**src/rtl/alu_seq_if.sv**
```systemverilog
// alu_seq_if: request/response bundle between the control unit and the sequential ALU
interface alu_seq_if #(parameter int WIDTH = 32);
  logic             start;
  logic [3:0]       control;
  logic [WIDTH-1:0] op1;
  logic [WIDTH-1:0] op2;
  logic [WIDTH-1:0] result;
  logic             zero;
  logic             overflow;
  logic [WIDTH-1:0] hi;
  logic [WIDTH-1:0] lo;
  logic             div_by_zero;
  logic             busy;
  logic             done;
  modport master (
    output start, control, op1, op2,
    input  result, zero, overflow, hi, lo, div_by_zero, busy, done
  );
  modport slave (
    input  start, control, op1, op2,
    output result, zero, overflow, hi, lo, div_by_zero, busy, done
  );
endinterface

```
**src/rtl/alu_seq.sv**
```systemverilog
// alu_seq: registered ALU with single-cycle ops and iterative unsigned multiply/divide into HI/LO
module alu_seq #(
  parameter int WIDTH      = 32,
  parameter bit MUL_ENABLE = 1'b1
) (
  input logic       clk,
  input logic       rst_n,
  alu_seq_if.slave  bus
);
  localparam int SW = $clog2(WIDTH);
  typedef enum logic [1:0] {IDLE, MUL, DIV} state_t;
  state_t             state, state_next;
  logic [2*WIDTH-1:0] p, mul_next, div_next, p_next;
  logic [WIDTH-1:0]   mc, alu_res, sum, diff, rem_sub;
  logic [WIDTH:0]     mul_add, div_t;
  logic [SW-1:0]      cnt;
  logic               alu_ovf, is_mul, is_div, div_zero, div_ge;
  assign is_mul   = MUL_ENABLE && bus.control == 4'd9;
  assign is_div   = MUL_ENABLE && bus.control == 4'd10;
  assign div_zero = is_div && bus.op2 == '0;
  assign sum      = bus.op1 + bus.op2;
  assign diff     = bus.op1 - bus.op2;
  assign bus.busy = state != IDLE;
  assign bus.zero = bus.result == '0;
  // p holds {partial product, multiplier} for MUL and {remainder, dividend} for DIV
  assign mul_add  = {1'b0, p[2*WIDTH-1:WIDTH]} + (p[0] ? {1'b0, mc} : '0);
  assign mul_next = {mul_add, p[WIDTH-1:1]};
  assign div_t    = {p[2*WIDTH-1:WIDTH], p[WIDTH-1]};
  assign div_ge   = div_t >= {1'b0, mc};
  assign rem_sub  = div_t[WIDTH-1:0] - mc;
  assign div_next = {div_ge ? rem_sub : div_t[WIDTH-1:0], p[WIDTH-2:0], div_ge};
  assign p_next   = state == DIV ? div_next : mul_next;
  // Single-cycle result and signed overflow of ADD/SUB
  always_comb begin
    alu_res = bus.op1;
    alu_ovf = 1'b0;
    case (bus.control)
      4'd0: begin
        alu_res = sum;
        alu_ovf = (bus.op1[WIDTH-1] == bus.op2[WIDTH-1]) && (sum[WIDTH-1] != bus.op1[WIDTH-1]);
      end
      4'd1: begin
        alu_res = diff;
        alu_ovf = (bus.op1[WIDTH-1] != bus.op2[WIDTH-1]) && (diff[WIDTH-1] != bus.op1[WIDTH-1]);
      end
      4'd2: alu_res = bus.op1 << bus.op2[SW-1:0];
      4'd3: alu_res = bus.op1 & bus.op2;
      4'd4: alu_res = bus.op1 | bus.op2;
      4'd5: alu_res = bus.op1 ^ bus.op2;
      4'd6: alu_res = ~(bus.op1 | bus.op2);
      4'd8: alu_res = {{(WIDTH-1){1'b0}}, $signed(bus.op1) < $signed(bus.op2)};
      default: alu_res = bus.op1;
    endcase
  end
  // State register
  always_ff @(posedge clk or negedge rst_n)
    if (!rst_n) state <= IDLE;
    else state <= state_next;
  // Next state: enter MUL/DIV on accept, return to IDLE after the last iteration
  always_comb begin
    state_next = state;
    if (state == IDLE)
      state_next = !bus.start ? IDLE : is_mul ? MUL : (is_div && !div_zero) ? DIV : IDLE;
    else if (cnt == '0)
      state_next = IDLE;
  end
  // Datapath: accept in IDLE, iterate in MUL/DIV, publish results with a done pulse
  always_ff @(posedge clk or negedge rst_n) begin
    if (!rst_n) begin
      bus.result      <= '0;
      bus.overflow    <= 1'b0;
      bus.hi          <= '0;
      bus.lo          <= '0;
      bus.div_by_zero <= 1'b0;
      bus.done        <= 1'b0;
      p               <= '0;
      mc              <= '0;
      cnt             <= '0;
    end else begin
      bus.done <= 1'b0;
      if (state == IDLE) begin
        if (bus.start) begin
          bus.overflow    <= 1'b0;
          bus.div_by_zero <= 1'b0;
          if (div_zero) begin
            bus.lo          <= '1;
            bus.hi          <= bus.op1;
            bus.result      <= '1;
            bus.div_by_zero <= 1'b1;
            bus.done        <= 1'b1;
          end else if (is_mul || is_div) begin
            p   <= {{WIDTH{1'b0}}, bus.op1};
            mc  <= bus.op2;
            cnt <= SW'(WIDTH - 1);
          end else begin
            bus.result   <= alu_res;
            bus.overflow <= alu_ovf;
            bus.done     <= 1'b1;
          end
        end
      end else begin
        p   <= p_next;
        cnt <= cnt - 1'b1;
        if (cnt == '0) begin
          bus.hi     <= p_next[2*WIDTH-1:WIDTH];
          bus.lo     <= p_next[WIDTH-1:0];
          bus.result <= p_next[WIDTH-1:0];
          bus.done   <= 1'b1;
        end
      end
    end
  end
endmodule

```
**src/flat_wrapper.sv**
```systemverilog
// flat-port wrapper written by rule: the top's interface ports become plain ports
module alu_seq_flat 
#(
  parameter int WIDTH      = 32,
  parameter bit MUL_ENABLE = 1'b1
)
  (clk, rst_n, bus_start, bus_control, bus_op1, bus_op2, bus_result, bus_zero, bus_overflow, bus_hi, bus_lo, bus_div_by_zero, bus_busy, bus_done);
  alu_seq_if #(.WIDTH(WIDTH)) bus_i ();
  input logic clk;
  input logic rst_n;
  input wire logic [$bits(bus_i.start)-1:0] bus_start;
  input wire logic [$bits(bus_i.control)-1:0] bus_control;
  input wire logic [$bits(bus_i.op1)-1:0] bus_op1;
  input wire logic [$bits(bus_i.op2)-1:0] bus_op2;
  output wire logic [$bits(bus_i.result)-1:0] bus_result;
  output wire logic [$bits(bus_i.zero)-1:0] bus_zero;
  output wire logic [$bits(bus_i.overflow)-1:0] bus_overflow;
  output wire logic [$bits(bus_i.hi)-1:0] bus_hi;
  output wire logic [$bits(bus_i.lo)-1:0] bus_lo;
  output wire logic [$bits(bus_i.div_by_zero)-1:0] bus_div_by_zero;
  output wire logic [$bits(bus_i.busy)-1:0] bus_busy;
  output wire logic [$bits(bus_i.done)-1:0] bus_done;
  assign bus_i.start = bus_start;
  assign bus_i.control = bus_control;
  assign bus_i.op1 = bus_op1;
  assign bus_i.op2 = bus_op2;
  assign bus_result = bus_i.result;
  assign bus_zero = bus_i.zero;
  assign bus_overflow = bus_i.overflow;
  assign bus_hi = bus_i.hi;
  assign bus_lo = bus_i.lo;
  assign bus_div_by_zero = bus_i.div_by_zero;
  assign bus_busy = bus_i.busy;
  assign bus_done = bus_i.done;
  alu_seq #(.WIDTH(WIDTH), .MUL_ENABLE(MUL_ENABLE)) u_core (.clk(clk), .rst_n(rst_n), .bus(bus_i));
endmodule
```
**config.mk**
```make
export PLATFORM = sky130hd
export DESIGN_NAME = alu_seq_flat
export DESIGN_NICKNAME = d
export VERILOG_FILES = /design/src/rtl/alu_seq_if.sv /design/src/rtl/alu_seq.sv /design/src/flat_wrapper.sv
export SDC_FILE = /design/constraint.sdc
export NUM_CORES = 1
export LEC_CHECK = 0
export CAP_MARGIN = 20
export CORE_ASPECT_RATIO = 0.5
export CORE_MARGIN = 4
export CORE_UTILIZATION = 30
export DETAILED_ROUTE_END_ITERATION = 7
export PLACE_DENSITY = 0.59
export SLEW_MARGIN = 20
export SYNTH_ARGS = -nofsm -noshare
export SYNTH_HDL_FRONTEND = slang
export SYNTH_SLANG_ARGS = --single-unit
```
**constraint.sdc**
```tcl
create_clock -name clk -period 7 [get_ports clk]
set_input_delay 1.4 -clock clk [delete_from_list [all_inputs] [get_ports clk]]
set_output_delay 1.4 -clock clk [all_outputs]
set_load 0.005 [all_outputs]
```
==> impl_metrics.json, run 1 <==
{
  "initial_antenna_violation_count": 4,
  "yosysMostFrequentCell": "nand2_1",
  "cts-buffers-inserted": 23,
  "arrival_ps": 5790,
  "finalInstanceArea_um2": 24100,
  "final_layout_size_suffix_gt1_share_pct": 5.78,
  "row_count": 67,
  "remaining_drc_errors": 0,
  "worst_hold_path.num_cells": 2,
  "overflow": 0,
  "final_antenna_net_count": 0,
  "fin_worst_skew_ps": 19.3,
  "setup_slack_ps": 1710,
  "r2r_cell_count": 14,
  "rsz0062_at_grt": "false",
  "dpl.hpwl_um": 75000,
  "vias_after_detailed_routing": 22100,
  "die_area_um2": 73300,
  "avgRoutedWirePerCell_um": 26.6,
  "syn-cell-area_um2": 20600,
  "seq_cells_post_synth": 202,
  "placed_area_um2": 23300,
  "viasPerCell": 6.00,
  "detail_route.iter0.violations": 2712,
  "cts_root_buffer": "clkbuf_16",
  "crit_family": "compound AO/OA/AOI/OAI gates",
  "holdCritStartpoint": "u_core.bus.lo[22]$_DFFE_PN0P_",
  "crit-reg2reg-capture": "u_core.bus.hi[29]$_DFFE_PN0P_",
  "placement.io_buffers": 171,
  "crit_chain": "clkdlybuf4s50_1 > inv_1 > ha_1 > nand3_1 > nor4_1 > nand3_1 > a2111oi_2 > o211ai_1 > a31oi_1 > o21ai_0 > a211o_1 > nand3_1",
  "cts.repair_timing.setup_buffer_count": 0,
  "syn_to_final_growth_pct": 16.5,
  "clockBufferDepth": 3,
  "synth_area_leader_cell": "dfrtp_1",
  "hold_endpoint": "u_core.bus.lo[22]$_DFFE_PN0P_",
  "nets": 3027,
  "maxCapViolCount": 0,
  "fin_crit_sh_pct": 75.5,
  "synth_edf_count": 0,
  "floorplan.initialDensity_pct": 30.5,
  "timing.fmax_mhz": 189,
  "worstSetupStartpointType": "input pin",
  "synth_top_flop_cell": "dfrtp_1",
  "cp.buffers_inverters": 2,
  "p_int_uw": 5290,
  "ys_async_sr_fraction_pct": 100,
  "fp.dieW_um": 379,
  "worst_slew_pin_slew_ps": 1050,
  "p_leak_uw": 0.0102,
  "tritoncts_clock_tree": "done",
  "synth_top_area_share_pct": 24.5,
  "setup_viol": 0,
  "dp_worst_setup_slack_ps": 1320,
  "core_um2": 67600,
  "syn-instance-count": 2700,
  "ys_top_cells_by_area": "dfrtp_1 24%, ha_1 11%, a21oi_1 6.2%",
  "clk-insertion-delay-late_ps": 570,
  "cp_slowest_stage_delay_ps": 790,
  "worst-path-max-fanout": 11,
  "cpMostUsedCell": "nand3_1",
  "cts.clk_slew.worst_paths_ps": 70,
  "synth.top_cells.by_count": "326 x nand2_1, 257 x a21oi_1, 228 x nor2_1",
  "maxSlewViolCount": 0,
  "power_switching_share_pct": 50.9,
  "switching_power_uw": 5480,
  "fin_crit_ps": 5290,
  "drtPass1Iterations": 6,
  "grt_pass1_wl_um": 143000,
  "ir_worst_vdd_mv": 0.200,
  "netlist-cell-type-count": 90,
  "layout.filler_cells": 7164,
  "dieHeight_um": 193,
  "global_route.usage.total_pct": 25.6,
  "fin_total_pwr_uw": 10800,
  "seqPwrFrac_pct": 21.1,
  "grt_pass1_vias": 21000,
  "worst-endpoint-required_ps": 7500,
  "numClockSinks": 202,
  "hold_class": "flip-flop to flip-flop",
  "max_slew_margin_pct": 28.2,
  "num_antenna_cells": 0,
  "reg2reg_slack_ps": 2380,
  "power_density_nw_per_um2": 448,
  "syn_area_per_cell_um2": 7.64,
  "clockPowerShare_pct": 12.5,
  "pin_count_of_the_biggest_net_entering_global_routing": 115,
  "cts.hold.buffers_added": 0,
  "synth_seq_area_share_pct": 24.5,
  "timing.final.hold_violations": 0,
  "setup_total_negative_slack_ps": 0,
  "cts.htree.levels": 1,
  "post_cts_resized": 0,
  "critical_path.slowest_cell": "a2111oi_2",
  "timing_worst_setup_path_type": "input pin to flip-flop",
  "combinationalPowerShare_pct": 66.4,
  "drt-total-wl_um": 97900,
  "crit-reg2reg-launch": "u_core.p[0]$_DFFE_PN0P_",
  "gp_congestion": 1.00,
  "synthesized_nets": 2955,
  "crit_path_end_kind": "flip-flop",
  "number_of_warnings_reported_in_the_yosys_synthesis_log": 0,
  "io_pins": 172,
  "result_of_the_run": "finished clean"
}
per-layer routing:
metal / track usage, % / share of wire [%] / vias up
li1: - / - / 9992
met1: 35.1 / 43 / 10900
met2: 39.9 / 44 / 1020
met3: 4.47 / 8.2 / 200
met4: 10.3 / 4.7 / 4
met5: 0 / 0.036 / -
state kept, by name (all words and copies together), names as in the netlist:
name,flops
u_core.bus.result,32
u_core.cnt,5
u_core.bus.div_by_zero,1
u_core.bus.done,1
u_core.bus.lo,32
u_core.state,2
u_core.bus.hi,32
u_core.p,64
u_core.bus.overflow,1
u_core.mc,32
area by class of cell:
cell class | instances | area [um2] | share of cell area [%]
Tap cell | 897 | 1120 | 4.67
Multi-Input combinational cell | 2175 | 14400 | 60.0
Timing Repair Buffer | 219 | 2080 | 8.67
Clock buffer | 28 | 614 | 2.55
Clock inverter | 12 | 183 | 0.760
Sequential cell | 202 | 5060 | 21.0
Inverter | 151 | 567 | 2.36
worst min-delay path, cell delays in order (launching register included):
cell     delay (ps)
dfrtp_1         340
nand2_1          40
o21ai_0          60
metrics by stage:
step	utilization, %	hold slack, ps	std cells
5_1_grt	35.6	490	3684
6_report	35.6	477	3684
3_5_place_dp	34.4	467	3644
4_1_cts	35.6	482	3684
2_1_floorplan	-	446	2700
3_3_place_gp	34.4	466	3644
power by group through the flow:
stage	combinational [uW]	clock (uW)	sequential, uW
after floorplan	4750	0	2040
final	7160	1340	2270
after global routing	7790	1410	2330
after detailed placement	7030	0	2280
after CTS	7070	1370	2260
after global placement	7010	0	2280
placed cells by master, fill, tap and decap left out, types with 32 or more instances in the layout:
cell and instances:
a21o_1 37, nor4_1 32, nor3_1 39, a211oi_1 32, nand3_1 42, and2_1 42
o21ai_1 49, o21ai_0 192, mux2i_1 70, a221oi_1 33, buf_4 47, dfrtp_1 200
nand2b_1 52, a21oi_1 256, o211ai_1 43, ha_1 180, inv_1 144, clkdlybuf4s50_1 169
xnor2_1 36, nor2_1 224, nand2_1 326
cell families (layout without fill, tap and decap cells):
| kind of cell | count (synthesis) | after routing | synth area share, % |
|---|---|---|---|
| simple gates | 863 | 863 | 19.2 |
| fa+ha+maj | 184 | 184 | 11.3 |
| xor+xnor | 62 | 62 | 2.63 |
| compound gates | 948 | 948 | 29.6 |
| mux | 118 | 118 | 6.74 |
| flops | 202 | 202 | 24.5 |
| buf+inv | 323 | 410 | 6.06 |
how the worst max path moves through the flow:
stage          startpoint                                 to  slack [ps]  cells after the start
6_report       bus_op1[8]    u_core.bus.overflow$_DFFE_PN0P_        1710                     12
5_1_grt        bus_op2[2]  u_core.bus.result[29]$_DFFE_PN0P_        1470                     15
4_1_cts        bus_op1[8]    u_core.bus.overflow$_DFFE_PN0P_        1880                     12
3_5_place_dp   bus_op2[2]  u_core.bus.result[29]$_DFFE_PN0P_        1320                     15
3_3_place_gp   bus_op2[2]  u_core.bus.result[29]$_DFFE_PN0P_        1280                     15
2_1_floorplan  bus_op2[2]  u_core.bus.result[19]$_DFFE_PN0P_        2430                     13
Note: power is estimated with default switching activity, not from simulation.
==> inputs of run 2 (changes only) <==
--- a/config.mk
+++ b/config.mk
@@ -10,7 +10,7 @@
 export CORE_MARGIN = 4
 export CORE_UTILIZATION = 30
 export DETAILED_ROUTE_END_ITERATION = 7
-export PLACE_DENSITY = 0.59
+export PLACE_DENSITY = 0.6
 export SLEW_MARGIN = 20
 export SYNTH_ARGS = -nofsm -noshare
 export SYNTH_HDL_FRONTEND = slang
==> constraint.sdc (replaced) <==
create_clock -name clk -period 4.7 [get_ports clk]
set_input_delay 0.94 -clock clk [delete_from_list [all_inputs] [get_ports clk]]
set_output_delay 0.94 -clock clk [all_outputs]
set_load 0.005 [all_outputs]
==> impl_metrics.json, run 2 (synthesis gave the netlist of run 1 again) <==
{
  "result_of_the_run": "finished clean",
  "cts.htree.levels": 1,
  "vias_after_detailed_routing": 22700,
  "r2r_cell_count": 12,
  "reg2reg_slack_ps": 720,
  "cts-buffers-inserted": 24,
  "crit-reg2reg-launch": "u_core.p[0]$_DFFE_PN0P_",
  "die_area_um2": 73300,
  "initial_antenna_violation_count": 4,
  "dpl.hpwl_um": 78400,
  "dieHeight_um": 193,
  "fin_total_pwr_uw": 16400,
  "worst-endpoint-required_ps": 5180,
  "nets": 3184,
  "drtPass1Iterations": 6,
  "finish.cell_count_without_fillers": 3848,
  "syn_to_final_growth_pct": 23.0,
  "timing_worst_setup_path_type": "input pin to flip-flop",
  "gp_congestion": 1.06,
  "post_cts_resized": 0,
  "fin_crit_sh_pct": 91.5,
  "maxCapViolCount": 0,
  "overflow": 0,
  "setup_viol": 0,
  "clk-insertion-delay-late_ps": 580,
  "pin_count_of_the_biggest_net_entering_global_routing": 99,
  "final_antenna_net_count": 0,
  "row_count": 67,
  "arrival_ps": 4770,
  "grt_pass1_vias": 22000,
  "fin_crit_ps": 4300,
  "detail_route.iter0.violations": 2433,
  "clockBufferDepth": 3,
  "power_density_nw_per_um2": 646,
  "hold_class": "input pin to asynchronous set/reset pin",
  "cts.repair_timing.setup_buffer_count": 0,
  "timing.final.hold_violations": 0,
  "tritoncts_clock_tree": "done",
  "placed_cells": 3800,
  "p_leak_uw": 0.0110,
  "maxSlewViolCount": 0,
  "viasPerCell": 5.89,
  "io_pins": 172,
  "largest_reg_flops": 64,
  "cts_root_buffer": "clkbuf_16",
  "cts.hold.buffers_added": 0,
  "setup_total_negative_slack_ps": 0,
  "cts.clk_slew.worst_paths_ps": 70,
  "max_slew_margin_pct": 27.5,
  "worst-path-max-fanout": 6,
  "fin_worst_skew_ps": 26.7,
  "remaining_drc_errors": 0,
  "avgRoutedWirePerCell_um": 26.0,
  "worst_slew_pin_slew_ps": 1060,
  "crit_path_end_kind": "flip-flop",
  "commonest_cells_after_routing_fill_and_taps_aside": "326 x nand2_1, 256 x a21oi_1, 225 x nor2_1, 200 x dfrtp_1, 193 x buf_4",
  "grt_pass1_wl_um": 147000,
  "regMostFlops": "u_core.p",
  "placement.io_buffers": 171,
  "global_route.usage.total_pct": 26.3,
  "numClockSinks": 202,
  "timing.fmax_mhz": 233,
  "core_um2": 67600,
  "floorplan.initialDensity_pct": 30.5,
  "layout_commonest_cell": "nand2_1",
  "layout.filler_cells": 7041,
  "final_layout_size_suffix_gt1_share_pct": 10.9,
  "drt-total-wl_um": 100000,
  "ir_worst_vdd_mv": 0.319,
  "fp.dieW_um": 379,
  "rsz0062_at_grt": "false",
  "crit-reg2reg-capture": "u_core.bus.hi[31]$_DFFE_PN0P_",
  "worstSetupStartpointType": "input pin"
}
[run 2: cell count changes in the layout (fill, tap and decap cells not counted), moves of 2 or more]
cell,previous run,this run
diode_2,0,4
clkinvlp_4,3,1
clkbuf_8,2,4
clkinv_4,0,2
buf_4,47,193
buf_12,1,11
[run 2: where the power goes]
| part | internal, uW | total, uW | switching [uW] | leakage [uW] |
|---|---|---|---|---|
| logic | 4380 | 11000 | 6590 | 0.00829 |
| registers | 2540 | 3390 | 852 | 0.00231 |
| clock network | 1170 | 2050 | 875 | 0.000410 |
| total | 8100 | 16400 | 8310 | 0.0110 |
[run 2: per-layer routing]
| layer | vias to the layer above | GRT usage [%] | wire [um] |
|---|---|---|---|
| met5 | - | 0 | 34 |
| met4 | 6 | 11.1 | 5010 |
| met3 | 222 | 5.68 | 8470 |
| met2 | 1060 | 40.7 | 43500 |
| met1 | 11100 | 35.4 | 43100 |
| li1 | 10300 | - | - |
[run 2: critical path: stages]
cell and delay (ps):
clkdlybuf4s50_1 760, inv_1 140, ha_1 430, and3_1 250, nand4_1 160, or3_1 440
a211oi_1 590, nor2_1 150, nor4_1 280, mux2i_1 230, a21oi_1 100, a221oi_1 300
[run 2: layout make-up]
cell class	instances	area [um2]	share of cell area, %
Multi-Input combinational cell	2175	14400	56.8
Antenna cell	4	10.0	0.0394
Timing Repair Buffer	375	3380	13.3
Clock buffer	31	667	2.63
Clock inverter	13	165	0.650
Sequential cell	202	5060	19.9
Tap cell	897	1120	4.42
Inverter	151	567	2.23
[run 2: metrics by stage]
step | cell area, um2 | utilization, % | hold WS [ps] | worst slack [ps]
after global routing | 25400 | 37.6 | 481 | 238
final | 25400 | 37.6 | 413 | 401
after floorplan | 20600 | - | 446 | 591
after CTS | 25400 | 37.6 | 446 | 479
after detailed placement | 24500 | 36.3 | 466 | -111
after global placement | 24500 | 36.3 | 465 | -10.0
[run 2: worst max-delay path by stage]
stage | startpoint | endpoint | slack (ps) | cells after the start
3_3_place_gp | bus_op2[16] | u_core.bus.result[26]$_DFFE_PN0P_ | -10 | 12
3_5_place_dp | bus_op2[16] | u_core.bus.result[26]$_DFFE_PN0P_ | -110 | 12
2_1_floorplan | bus_op2[2] | u_core.bus.result[19]$_DFFE_PN0P_ | 590 | 13
5_1_grt | bus_op2[16] | u_core.bus.result[26]$_DFFE_PN0P_ | 240 | 12
6_report | bus_op2[16] | u_core.bus.result[26]$_DFFE_PN0P_ | 400 | 12
4_1_cts | bus_op2[16] | u_core.bus.result[26]$_DFFE_PN0P_ | 480 | 12
